[config.mk]
export PLATFORM = sky130hd
export DESIGN_NAME = sortn_oddeven
export DESIGN_NICKNAME = d
export VERILOG_FILES = /design/src/rtl/sort_pkg.sv /design/src/rtl/cmp_swap.sv /design/src/rtl/sortn_oddeven.sv
export SDC_FILE = /design/constraint.sdc
export NUM_CORES = 1
export LEC_CHECK = 0
export BUFFER_PORTS_ARGS = -buffer_cell sky130_fd_sc_hd__buf_2
export CORE_MARGIN = 2
export CORE_UTILIZATION = 68
export CTS_CLUSTER_DIAMETER = 30
export DETAILED_ROUTE_END_ITERATION = 8
export HOLD_SLACK_MARGIN = 0.02
export PLACE_DENSITY_LB_ADDON = 0.12
export SLEW_MARGIN = 20
export SYNTH_ARGS = -nofsm -noshare
export SYNTH_HDL_FRONTEND = slang
export SYNTH_HIERARCHICAL = 1
export SYNTH_SLANG_ARGS = --single-unit
[constraint.sdc]
create_clock -name clk -period 4 [get_ports clk]
set_input_delay 0.2 -clock clk [delete_from_list [all_inputs] [get_ports clk]]
set_output_delay 0.2 -clock clk [all_outputs]
set_load 0.01 [all_outputs]
[src/rtl/sort_pkg.sv]
`default_nettype none
// ============================================================================
//  Module      : sort_pkg
//  Description : Shared definitions for the odd-even transposition sorter:
//                FSM state encoding and a counter-width helper.
//  Revision    : 1.0  initial release
// ============================================================================
package sort_pkg;

    // FSM state encoding
    localparam logic [1:0] S_LOAD   = 2'd0;
    localparam logic [1:0] S_SORT   = 2'd1;
    localparam logic [1:0] S_UNLOAD = 2'd2;

    // Counter width for n items; never narrower than one bit.
    function automatic int clog2_min1(input int n);
        return (n <= 2) ? 1 : $clog2(n);
    endfunction

endpackage
`default_nettype wire

[src/rtl/cmp_swap.sv]
`default_nettype none
// ============================================================================
//  Module      : cmp_swap
//  Description : Combinational compare-exchange cell. lo is the word that
//                belongs at the lower index, hi the word for the higher index.
//                Equal words pass through unswapped.
//  Revision    : 1.0  initial release
// ============================================================================
module cmp_swap #(
    parameter int W       = 4,
    parameter int DESCEND = 0
) (
    input  logic [W-1:0] a,
    input  logic [W-1:0] b,
    output logic [W-1:0] lo,
    output logic [W-1:0] hi
);

    logic w_swap;

    // Swap only when the pair is strictly out of order for the chosen direction.
    always_comb begin
        w_swap = (DESCEND != 0) ? (a < b) : (a > b);
        lo     = w_swap ? b : a;
        hi     = w_swap ? a : b;
    end

endmodule
`default_nettype wire

[src/rtl/sortn_oddeven.sv]
`default_nettype none
// ============================================================================
//  Module      : sortn_oddeven
//  Description : Sequential N-word sorter. Loads a frame over a valid/ready
//                stream, sorts it in place with N odd-even transposition
//                phases (one per cycle), then streams it out index 0 first.
//  Revision    : 1.0  initial release
// ============================================================================
module sortn_oddeven
    import sort_pkg::*;
#(
    parameter int W       = 4,
    parameter int N       = 8,
    parameter int DESCEND = 0
) (
    input  logic         clk,
    input  logic         reset,
    input  logic         in_valid,
    output logic         in_ready,
    input  logic [W-1:0] in_data,
    output logic         out_valid,
    input  logic         out_ready,
    output logic [W-1:0] out_data,
    output logic         busy
);

    localparam int              c_iw   = clog2_min1(N);
    localparam logic [c_iw-1:0] c_last = c_iw'(N - 1);

    logic [1:0]      r_state;
    logic [1:0]      w_state_nxt;
    logic [c_iw-1:0] r_idx;
    logic [c_iw-1:0] r_phase;
    logic [W-1:0]    r_arr  [N];
    logic [W-1:0]    w_even [N];
    logic [W-1:0]    w_odd  [N];
    logic            w_in_fire;
    logic            w_out_fire;

    assign w_in_fire  = (r_state == S_LOAD)   && in_valid;
    assign w_out_fire = (r_state == S_UNLOAD) && out_ready;

    // Even phase: pairs (0,1),(2,3)...
    for (genvar i = 0; i < N / 2; i++) begin : g_even
        cmp_swap #(.W(W), .DESCEND(DESCEND)) u_cs (
            .a  (r_arr[2*i]),
            .b  (r_arr[2*i+1]),
            .lo (w_even[2*i]),
            .hi (w_even[2*i+1])
        );
    end
    if (N % 2 == 1) begin : g_even_tail
        assign w_even[N-1] = r_arr[N-1];
    end

    // Odd phase: pairs (1,2),(3,4)...; element 0 is always unpaired.
    assign w_odd[0] = r_arr[0];
    for (genvar i = 0; i < (N - 1) / 2; i++) begin : g_odd
        cmp_swap #(.W(W), .DESCEND(DESCEND)) u_cs (
            .a  (r_arr[2*i+1]),
            .b  (r_arr[2*i+2]),
            .lo (w_odd[2*i+1]),
            .hi (w_odd[2*i+2])
        );
    end
    if (N % 2 == 0) begin : g_odd_tail
        assign w_odd[N-1] = r_arr[N-1];
    end

    // State register.
    always_ff @(posedge clk) begin
        if (reset) begin
            r_state <= S_LOAD;
        end else begin
            r_state <= w_state_nxt;
        end
    end

    // Next-state decode: leave each state when its counter reaches N-1.
    always_comb begin
        w_state_nxt = r_state;
        case (r_state)
            S_LOAD:   if (w_in_fire && (r_idx == c_last))  w_state_nxt = S_SORT;
            S_SORT:   if (r_phase == c_last)               w_state_nxt = S_UNLOAD;
            S_UNLOAD: if (w_out_fire && (r_idx == c_last)) w_state_nxt = S_LOAD;
            default:  w_state_nxt = S_LOAD;
        endcase
    end

    // Counters and the word array: capture in LOAD, one phase per cycle in SORT.
    always_ff @(posedge clk) begin
        if (reset) begin
            r_idx   <= '0;
            r_phase <= '0;
            for (int k = 0; k < N; k++) begin
                r_arr[k] <= '0;
            end
        end else begin
            case (r_state)
                S_LOAD: begin
                    r_phase <= '0;
                    if (w_in_fire) begin
                        r_arr[r_idx] <= in_data;
                        r_idx        <= (r_idx == c_last) ? '0 : r_idx + 1'b1;
                    end
                end
                S_SORT: begin
                    for (int k = 0; k < N; k++) begin
                        r_arr[k] <= r_phase[0] ? w_odd[k] : w_even[k];
                    end
                    r_phase <= (r_phase == c_last) ? '0 : r_phase + 1'b1;
                end
                S_UNLOAD: begin
                    if (w_out_fire) begin
                        r_idx <= (r_idx == c_last) ? '0 : r_idx + 1'b1;
                    end
                end
                default: begin
                    r_idx   <= '0;
                    r_phase <= '0;
                end
            endcase
        end
    end

    // Stream outputs decode from registered state; data is zero outside UNLOAD.
    always_comb begin
        in_ready  = (r_state == S_LOAD);
        out_valid = (r_state == S_UNLOAD);
        busy      = (r_state == S_SORT) || (r_state == S_UNLOAD);
        out_data  = (r_state == S_UNLOAD) ? r_arr[r_idx] : '0;
    end

endmodule
`default_nettype wire

# Word-level counts from Yosys, hierarchy flattened
# Memories as Yosys holds them, arrays and structs flattened. A register that Yosys moved wholly into a read port is not among the register bits.
# Cells that the tools add are included.
# totals
elab_cells,95
out_inout_bits,7
mem_count,1
input_bits,8
mem_bits_rw,32
regBits,8
# mem_list
name,depth,word_bits,rd,rd_clocked_by_memory_dff,write_ports,line,text
r_arr,8,4,9,1,8,sortn_oddeven.sv:34,logic [W-1:0] r_arr [N];
# classes
muxes,55
bitwise_logic,9
magnitude_cmp,7
n_eq_ne,9
add_sub_neg,2
n_reduce_logical,9
# ops
operator,n
$mux 4,32
$gt 4x4->1,7
$mux 3,7
$mux 1,10
$pmux 3 s3,1
$ne 2x1->1 const B,4
$or 1x1->1,8
$add 3x1->3 const B,2
$eq 3x3->1 const B,2
$mux 2,3
$pmux 2 s3,1
$pmux 3 s2,1
$reduce_and 3->1,2
$logic_and 1x1->1,4
$reduce_or 4->1,1
$eq 2x1->1 const B,1
$eq 2x2->1 const B,1
$logic_not 2->1,1
$ne 2x2->1 const B,1
$logic_or 1x1->1,1
$not 1->1,1

# Logic depth before layout (Yosys ltp)
# Gate-level depths: netlist (run 1).
# depth
depth_word,8
depth_mapped,9
depth_no_buf,9

# Hierarchy
# Netlist (run 1), hierarchy kept.
# by_module_without_submodules
module,seq_area_each_um2,cells_per_inst,n_inst,area_per_inst_um2
sortn_oddeven,1181.1,231,1,2625.0
cmp_swap,0.0,21,7,206.4

# Worst setup path before layout (run 1)
# OpenSTA, ideal clock, no wires.
# synth_timing
path_kind,register to register
startpoint,memory r_arr[1][1]
endpoint,memory r_arr[2][1] (data pin)
path_buffers,0
path_stages_with_launch,9
setup_slack_ps,1789
synth_period_minus_slack_ps,2211
required_time_ps,3740
t_arrival_ps,1951
setup_time_ps,260
cell_sequence,edfxtp_1 -> ha_1 -> nor2b_2 -> o211ai_2 -> a21oi_4 -> mux2_2 -> mux2_2 -> nand3_1 -> o21ai_0
# synth_rtl
element,line
start: declaration,sortn_oddeven.sv:34

==> results of run 1 <==
[sequential cells by signal (all words and copies together) (netlist names), named ones only]
name     flops
r_arr       32
r_idx        3
r_phase      3
r_state      2
[final cells by class]
| class | instances | area (um^2) | share of cell area (%) |
|---|---|---|---|
| clock buffer | 6 | 72.6 | 1.71 |
| clock inverter | 2 | 11.3 | 0.265 |
| inverter | 35 | 131 | 3.10 |
| multi-input combinational | 286 | 2680 | 63.1 |
| sequential | 43 | 1180 | 27.8 |
| tap | 75 | 93.8 | 2.21 |
| timing repair buffer | 15 | 77.6 | 1.83 |
[through the flow]
step	instances	util (%)	power, mW	cell area, um^2	setup WS (ns)
after detailed placement	454	71.1	0.888	4160	1.52
after global routing	462	72.5	1.22	4240	1.36
final	462	72.5	1.17	4240	1.48
after CTS	462	72.5	1.16	4240	1.50
after floorplan	378	-	0.816	4070	1.79
after global placement	454	71.1	0.876	4160	1.58
[per-layer routing]
metal	up-vias	share of wire, %
met5	-	0
met4	0	1.3
met3	10	6.4
met2	111	48
met1	1411	45
li1	1424	-
[cells by family (layout without fill, tap and decap cells)]
family,count (synthesis),after routing
AOI/OAI and AO/OA,62,62
adders and majority gates,37,37
DFF,43,43
muxes,93,93
and+or+nand+nor,94,94
buffers and inverters,49,58
[synth_stat cells, drive strengths merged, types with 2 or more instances]
| cell type | n | area (um^2) |
|---|---|---|
| mux2 | 64 | 721 |
| ha | 37 | 463 |
| inv | 35 | 131 |
| edfxtp | 32 | 961 |
| nand2 | 26 | 97.6 |
| mux2i | 21 | 210 |
| a21oi | 16 | 159 |
| o21ai | 16 | 80.1 |
| o31ai | 16 | 140 |
| nand3 | 13 | 65.1 |
| nand2b | 12 | 75.1 |
| nor2 | 12 | 45.0 |
| nor2b | 12 | 92.6 |
| dfxtp | 11 | 220 |
| buf | 10 | 65.1 |
| mux4 | 8 | 180 |
| and4 | 7 | 61.3 |
| o211ai | 7 | 87.6 |
| a22o | 4 | 35.0 |
| clkbuf | 4 | 16.3 |
| nor3 | 3 | 20.0 |
| a22oi | 2 | 15.0 |
| nand3b | 2 | 22.5 |
| nor3b | 2 | 31.3 |
[where the power goes]
part           leakage [nW]  switching, mW  internal [mW]
Combinational          1.23          0.152          0.173
Sequential            0.420         0.0484          0.507
Clock                0.0455          0.161          0.123
[path summary, 6_finish.rpt]
check                end  slack (ns)   startpoint  cells past startpoint
max reg2reg  r_arr[4][2]        1.48  r_arr[4][1]                      9
max          r_arr[4][2]        1.48  r_arr[4][1]                      9
min          r_arr[5][1]        0.30   in_data[1]                      3
min reg2reg   r_phase[1]        0.52   r_phase[1]                      2
[critical path: stages (launching register included)]
cell	delay [ns]
edfxtp_1	0.52
inv_1	0.10
ha_1	0.29
nor2b_2	0.15
o211ai_2	0.11
a21oi_4	0.31
mux2_2	0.37
mux2_2	0.26
nand3_1	0.08
o21ai_0	0.08
==> results.md, run 1 <==
- The met3 usage in global routing is 4.78%.
- The number of slew-limit violations in the final report is 0.
- The post-synthesis simple-gate area fraction is ~14%.
- In this run the remaining antenna-violating nets after routing total 0.
- Using the TritonRoute via totals, the vias-per-cell ratio works out to about 6.4.
- Across the VDD grid, the largest voltage drop is 0.228 mV.
- Yosys mapped the design onto 39 distinct sky130hd cell types.
- Routability-driven placement finished with a final weighted congestion of 0.923.
- The die covers roughly 6600 um^2.
- The total number of vias is 2956.
- After Yosys synthesis, XOR and XNOR cells account for 0% of the synthesized area.
- The post-route minimum period is 2.52 ns.
- The synthesized netlist cell count is between 300 and 400.
- The average wire per standard cell is 19.5 um.
- The achievable clock frequency is 397 MHz.
- The worst hold slack is 0.297 ns.
- The post-synthesis cell area is approximately 4100 um^2.
- The critical path is of the flop to flop type.
- Post-CTS repair changed the size of 0 cells.
- Among all flip-flop cells after synthesis, the most frequent one is edfxtp_1.
- After clock tree synthesis, the clock-pin slew on the worst setup and hold paths is around 0.090 ns.
- The synthesized-area fraction occupied by ao, oa, aoi and oai cells is approximately an eighth.
- The final critical path takes up 63.0% of the cycle.
- Each instance of the synthesized netlist takes up on average 10.8 um^2.
- The number of hold buffers added after CTS was 0.
- The count of buffers added by post-CTS timing repair for setup is 0.
- The placed wire-length estimate is 6730 um.
- In this run the deepest clock path goes through 2 buffers.
- During synthesis, Yosys emitted a total of 6 warnings.
- The flow ran to the end, and the final reports show no timing, DRC or antenna violations.
- TritonCTS built the clock tree.
- The count of flip-flops with a built-in enable after synthesis is 32.
- The most common library cell in the layout ignoring fill and taps is mux2_2.
- Fill cells in the final layout number around 450.
- Data on the critical path arrives at its endpoint at approximately 2.6 ns.
- The initial antenna violation count is 0.
- The sort of element at the end of the critical path is a flop.
- Across the routed clock network, the largest skew measured is 0.0147 ns.
- The remaining max-slew budget at the tightest pin is 36.3%.
- The post-synthesis sequential element count is 43.
- The die span in y is 81.4 um.
- The number of max-cap violations is 0.
- Leaving out fill and tap cells, the most frequent cells in the layout are mux2_2 (50), ha_1 (37), inv_1 (35).
- The number of antenna diodes in the final layout is 0.
- After Yosys synthesis, full adders, half adders and majority gates account for 11.4% of the synthesized area.
- The number of input and output port buffers inserted is 14.
- At the pin with the least slew margin, the transition time is about 0.95 ns.
- Wires add up to 8990 um.
- The post-synthesis sequential area ratio is between 20% and 30%.
- At the later pin of the worst-skew pair, clock insertion delay measures approximately 0.31 ns.
- The data required time of the worst path is 4.07 ns.
- The total congestion overflow is 0.
- The number of H-tree levels is 2.
- For the final routed database, the setup TNS stands at 0 ns.
- The share of flip-flops with an asynchronous set or reset is 0%.
- The number of rows in the core area is 28.
- The clock drives 43 sinks.
- The tightest min-delay check is of the input port to flop type.
- The number of DRC markers in iteration 0 is 248.
- The placeable core region is 5850 um^2.
- The number of global-route vias before repair is roughly 2700.
- Setup violations remaining at the end of the flow were counted as 0.
- Setup repair after global routing left no endpoint under its margin.
- The number of top-level design ports is 15.
- After synthesis, the largest family of logic cells by area is multiplexers.
- The initial standard-cell utilization of the core is a little over two thirds.
- The number of buffers created by CTS is 5.
- For this run, the post-layout net count is 431.
- In this run the worst path has a maximum fanout of 8.
- The number of hold violations in the final report is 0.
- The global routing stage identified its most utilized layer as met2.
- The critical path startpoint category is a flop.
- The power density over cell area is roughly 270 nW/um^2.
- Global routing used 40.3% of the available met1 tracks.
- In this run the clock root is driven by a clkbuf_8.
- When the netlist entered floorplanning its net count stood at 423.
- The leakage dissipation is 1.69 nW.
- The total track usage is 29.2%.
- In the final layout, the share of cells above drive strength 1 is 29.2%.
- The relative area change from synthesis to final layout is 4.27%.
- Multiplexer cells account for 27.3% of the synthesized area.
- Measured along the x axis, the die boundary spans about 81 um.
- For this run, global-route usage on met2 was measured as 47.8%.
- The first TritonRoute pass finished after 5 iterations.
- The wire length of the first global-routing pass is ~14000 um.
- Entering global routing, the biggest net connects 29 pins.
- The post-route DRC violation count is 0.
No activity file was read; power rests on OpenSTA's default activity.
==> run 2, diff against run 1 <==
--- a/config.mk
+++ b/config.mk
@@ -7,7 +7,7 @@
 export LEC_CHECK = 0
 export BUFFER_PORTS_ARGS = -buffer_cell sky130_fd_sc_hd__buf_2
 export CORE_MARGIN = 2
-export CORE_UTILIZATION = 68
+export CORE_UTILIZATION = 63
 export CTS_CLUSTER_DIAMETER = 30
 export DETAILED_ROUTE_END_ITERATION = 8
 export HOLD_SLACK_MARGIN = 0.02
==> constraint.sdc (replaced) <==
create_clock -name clk -period 2.5 [get_ports clk]
set_input_delay 0.125 -clock clk [delete_from_list [all_inputs] [get_ports clk]]
set_output_delay 0.125 -clock clk [all_outputs]
set_load 0.01 [all_outputs]
==> run 2 against run 1 <==
  * Total power rose by 65%
  * Critical path type unchanged
  * Highest routed layer unchanged
  * Largest cell class unchanged
  * Via count increased by 4.1%
  * Final cell count up 6.7%
  * Critical endpoint is now r_arr[3][2]
  * Clock skew is 0.0071 ns lower
==> results.md, run 2 (synthesis gave the netlist of run 1 again) <==
- The flow ran to the end, and the final reports show no timing, DRC or antenna violations.
- The worst hold path depth came to 2 (-1).
- The number of iterations in the first detailed-routing pass was 6 (+1).
- The number of clock sinks came to 43 (unchanged).
- The clock tree from TritonCTS is yes.
- Leaving out fill and tap cells, the most frequent cell in the layout is mux2_2.
- The sum of negative setup slack was 0 ns (unchanged).
- The wire length on met2 is 4420 um (+3.0%).
- The average wire per standard cell is 19.0 um (-2.5%).
- The highest net fanout along the worst path was 7 (-1).
- The clock latency on the worst-skew pair came to 0.30 ns (about the same).
- The initial standard-cell utilization of the core was 64.5% (-5.1 points).
- The clock network power share was 24.4% (about the same).
- The power density over cell area is 427 nW/um^2 (+56%).
- The root buffer cell is clkbuf_8.
- The depth of the most critical reg-to-reg path is 7 (-2).
- The total number of vias is 3078 (+4.1%).
- The final antenna diode count is 0 (unchanged).
- The maximum VDD drop came to 0.395 mV (+74%).
- The internal power is 1.33 mW (+65%).
- The tightest min-delay check is of the input port to flop type.
- The remaining number of nets flagged by the antenna check after routing came to 0 (unchanged).
- The met1 wire length is 4240 um (+5.8%).
- Setup repair after global routing could not meet its margin everywhere.
- The fraction of power consumed by combinational cells is 30.4% (+2.5 points).
- The startpoint identified for the worst hold timing path is reset.
- The largest net degree at the start of global routing is 23 (-21%).
- The sort of element at the end of the critical path is a flop.
- The placeable core region came to 6310 um^2 (+7.9%).
- The capture endpoint of the worst hold path is r_phase[0].
- The number of DRC markers in iteration 0 is 213 (-14%).
- The placed cell count is 479 (+5.5%).
- The number of top-level design ports is 15 (unchanged).
- The topmost layer with routed signal wires is met4.
- The category of the most critical setup path is flop to flop.
- The total non-filler cell area in the finished layout is 4510 um^2 (+6.2%).
- The number of max-cap violations is 0 (unchanged).
- The total track usage is 27.5% (-1.7 points).
- The last weighted congestion value of the routability-driven placer is 0.939 (+1.8%).
- The initial antenna violation count is 0 (unchanged).
- The number of rows in the core area is 29 (+3.6%).
- The number of global-route vias before repair is 3054 (+11%).
- Walking the worst path, the cells encountered are ha_1 -> and4_1 -> a21oi_4 -> buf_12 -> mux2_2 -> mux2i_1 -> o31ai_1.
- The number of buffers created by CTS was 5 (unchanged).
- The wire length of the first global-routing pass is 15400 um (+8.0%).
- The switching share of total power is 31.2% (+0.098 points).
- The wire length on met3 is 392 um (-32%).
- The net switching power of the design is 600 uW (+66%).
- The data required time of the worst path was 2.54 ns (-1.53 ns).
- The worst register-to-register path begins at r_arr[3][3].
- The slew at the pin closest to its max-slew limit is 0.709 ns (-0.245 ns).
- The number of hold violations in the final report is 0 (unchanged).
- The delay of the slowest cell on the worst path is 0.51 ns (about the same).
- The clock transition at the register clock pins on the worst setup and hold paths after CTS is 0.10 ns (about the same).
- The largest delay contributor family on the critical path is multiplexers.
- The die area is 7120 um^2 (+7.5%).
- The final routed wirelength across all metal layers came to 9360 um (+4.1%).
- The number of filler cells placed in the layout is 479 (+6.0%).
- The library cells used most frequently in the layout, excluding fill and tap cells, are mux2_2 (50), inv_1 (35), ha_1 (35).
- The layout net count is 460 (+6.7%).
- The post-route DRC violation count is 0 (unchanged).
- The die span in y was 84.4 um (+3.7%).
- The achievable clock frequency was 412 MHz (+4.0%).
- The number of H-tree levels is 2 (unchanged).
- The endpoint of the worst register-to-register path is r_arr[3][2].
- The leakage dissipation is 1.85 nW (+9.1%).
- The number of slew-limit violations in the final report came to 0 (unchanged).
- The final setup violation count is 0 (unchanged).
- The worst setup path is launched from a flop.
- The cell area reported after detailed placement is 4340 um^2 (+4.2%).
- The flip-flop count of the largest register, all copies and words added was 32 (unchanged).
- The share of final-layout standard cells stronger than drive strength 1 is 34.9% (+5.7 points).
- The slowest stage of the critical path is the edfxtp_1 cell.
- The largest registers in the layout are r_arr (32), r_idx (3), r_phase (3).
- The post-route non-filler standard cell count came to 493 (+6.7%).
- The remaining max-slew budget at the tightest pin is 52.5% (+16 points).
- The via count normalized by instance count is 6.24 (-2.4%).
- The sequential share of power is 45.2% (-2.5 points).
- The critical path data arrival time came to 2.46 ns (-0.13 ns).
- The relative area change from synthesis to final layout is 10.8%.
- The placed wire-length estimate is 7090 um (+5.4%).
- The number of input and output port buffers inserted is 14 (unchanged).
- The post-route minimum period is 2.43 ns (-0.0967 ns).
- The worst clock skew is 0.00764 ns (-0.00710 ns).
- The maximum number of buffers from clock root to sink is 2 (unchanged).
- The minimum setup slack among reg-to-reg paths came to 0.07 ns (-1.40 ns).
- The horizontal extent of the die is 84.4 um (+3.7%).
- The total congestion overflow was 0 (unchanged).
- The number of buffers and inverters on the critical path was 1 (unchanged).
- The fraction of the cycle the final worst path needs was 97.0% (+34 points).
- The area used by sequential logic in the layout came to 1180 um^2 (unchanged).
- Tracing the worst setup path back leads to its startpoint at r_arr[3][3].
- Counting flops per register, the top entry is r_arr.
- The footprint of the multi-input gates is 2700 um^2 (+0.93%).
==> run 2: how the worst max path moves through the flow <==
stage,endpoint,slack (ns),depth (start not counted)
floorplan,r_arr[2][1],0.29,8
global placement,r_arr[2][1],0.09,8
detailed placement,r_arr[2][1],0.05,8
CTS,r_arr[2][1],0.03,8
global route,r_arr[2][2],-0.01,8
finish,r_arr[3][2],0.07,7
==> run 2: power groups by stage <==
stage          logic, mW  registers (mW)  clock network, mW
4_1_cts            0.566           0.869              0.476
2_1_floorplan      0.445           0.861                  0
5_1_grt            0.639           0.878              0.501
3_5_place_dp       0.562           0.886                  0
3_3_place_gp       0.545           0.885                  0
6_report           0.585           0.871              0.470
==> run 2: final cells by class <==
type | count | share of cell area, %
flip-flops and latches | 43 | 26.2
clock inverters | 3 | 0.472
inverters | 35 | 2.91
clock buffers | 5 | 1.53
multi-input cells | 286 | 59.9
well taps | 77 | 2.14
repair buffers | 44 | 6.83
==> run 2: repair_timing <==
action / in CTS / in global routing
hold buffers: 0 / 0
endpoints found under the setup margin: 0 / 12
gates resized for setup: 0 / 2
setup buffers: 0 / 6
==> run 2: per-stage QoR <==
stage                     util (%)  setup slack, ns  power, mW  hold slack, ns
after floorplan                  -            0.289       1.31           0.310
after global placement        68.7           0.0921       1.43           0.498
after detailed placement      68.7           0.0546       1.45           0.513
after CTS                     70.1           0.0338       1.91           0.211
after global routing          71.4          -0.0148       2.02           0.230
final                         71.4           0.0748       1.93           0.220
==> run 2: layer usage <==
metal	vias up	track usage, %
met5	-	0
met4	0	10.8
met3	23	2.85
met2	82	44.4
met1	1495	38.3
li1	1478	-
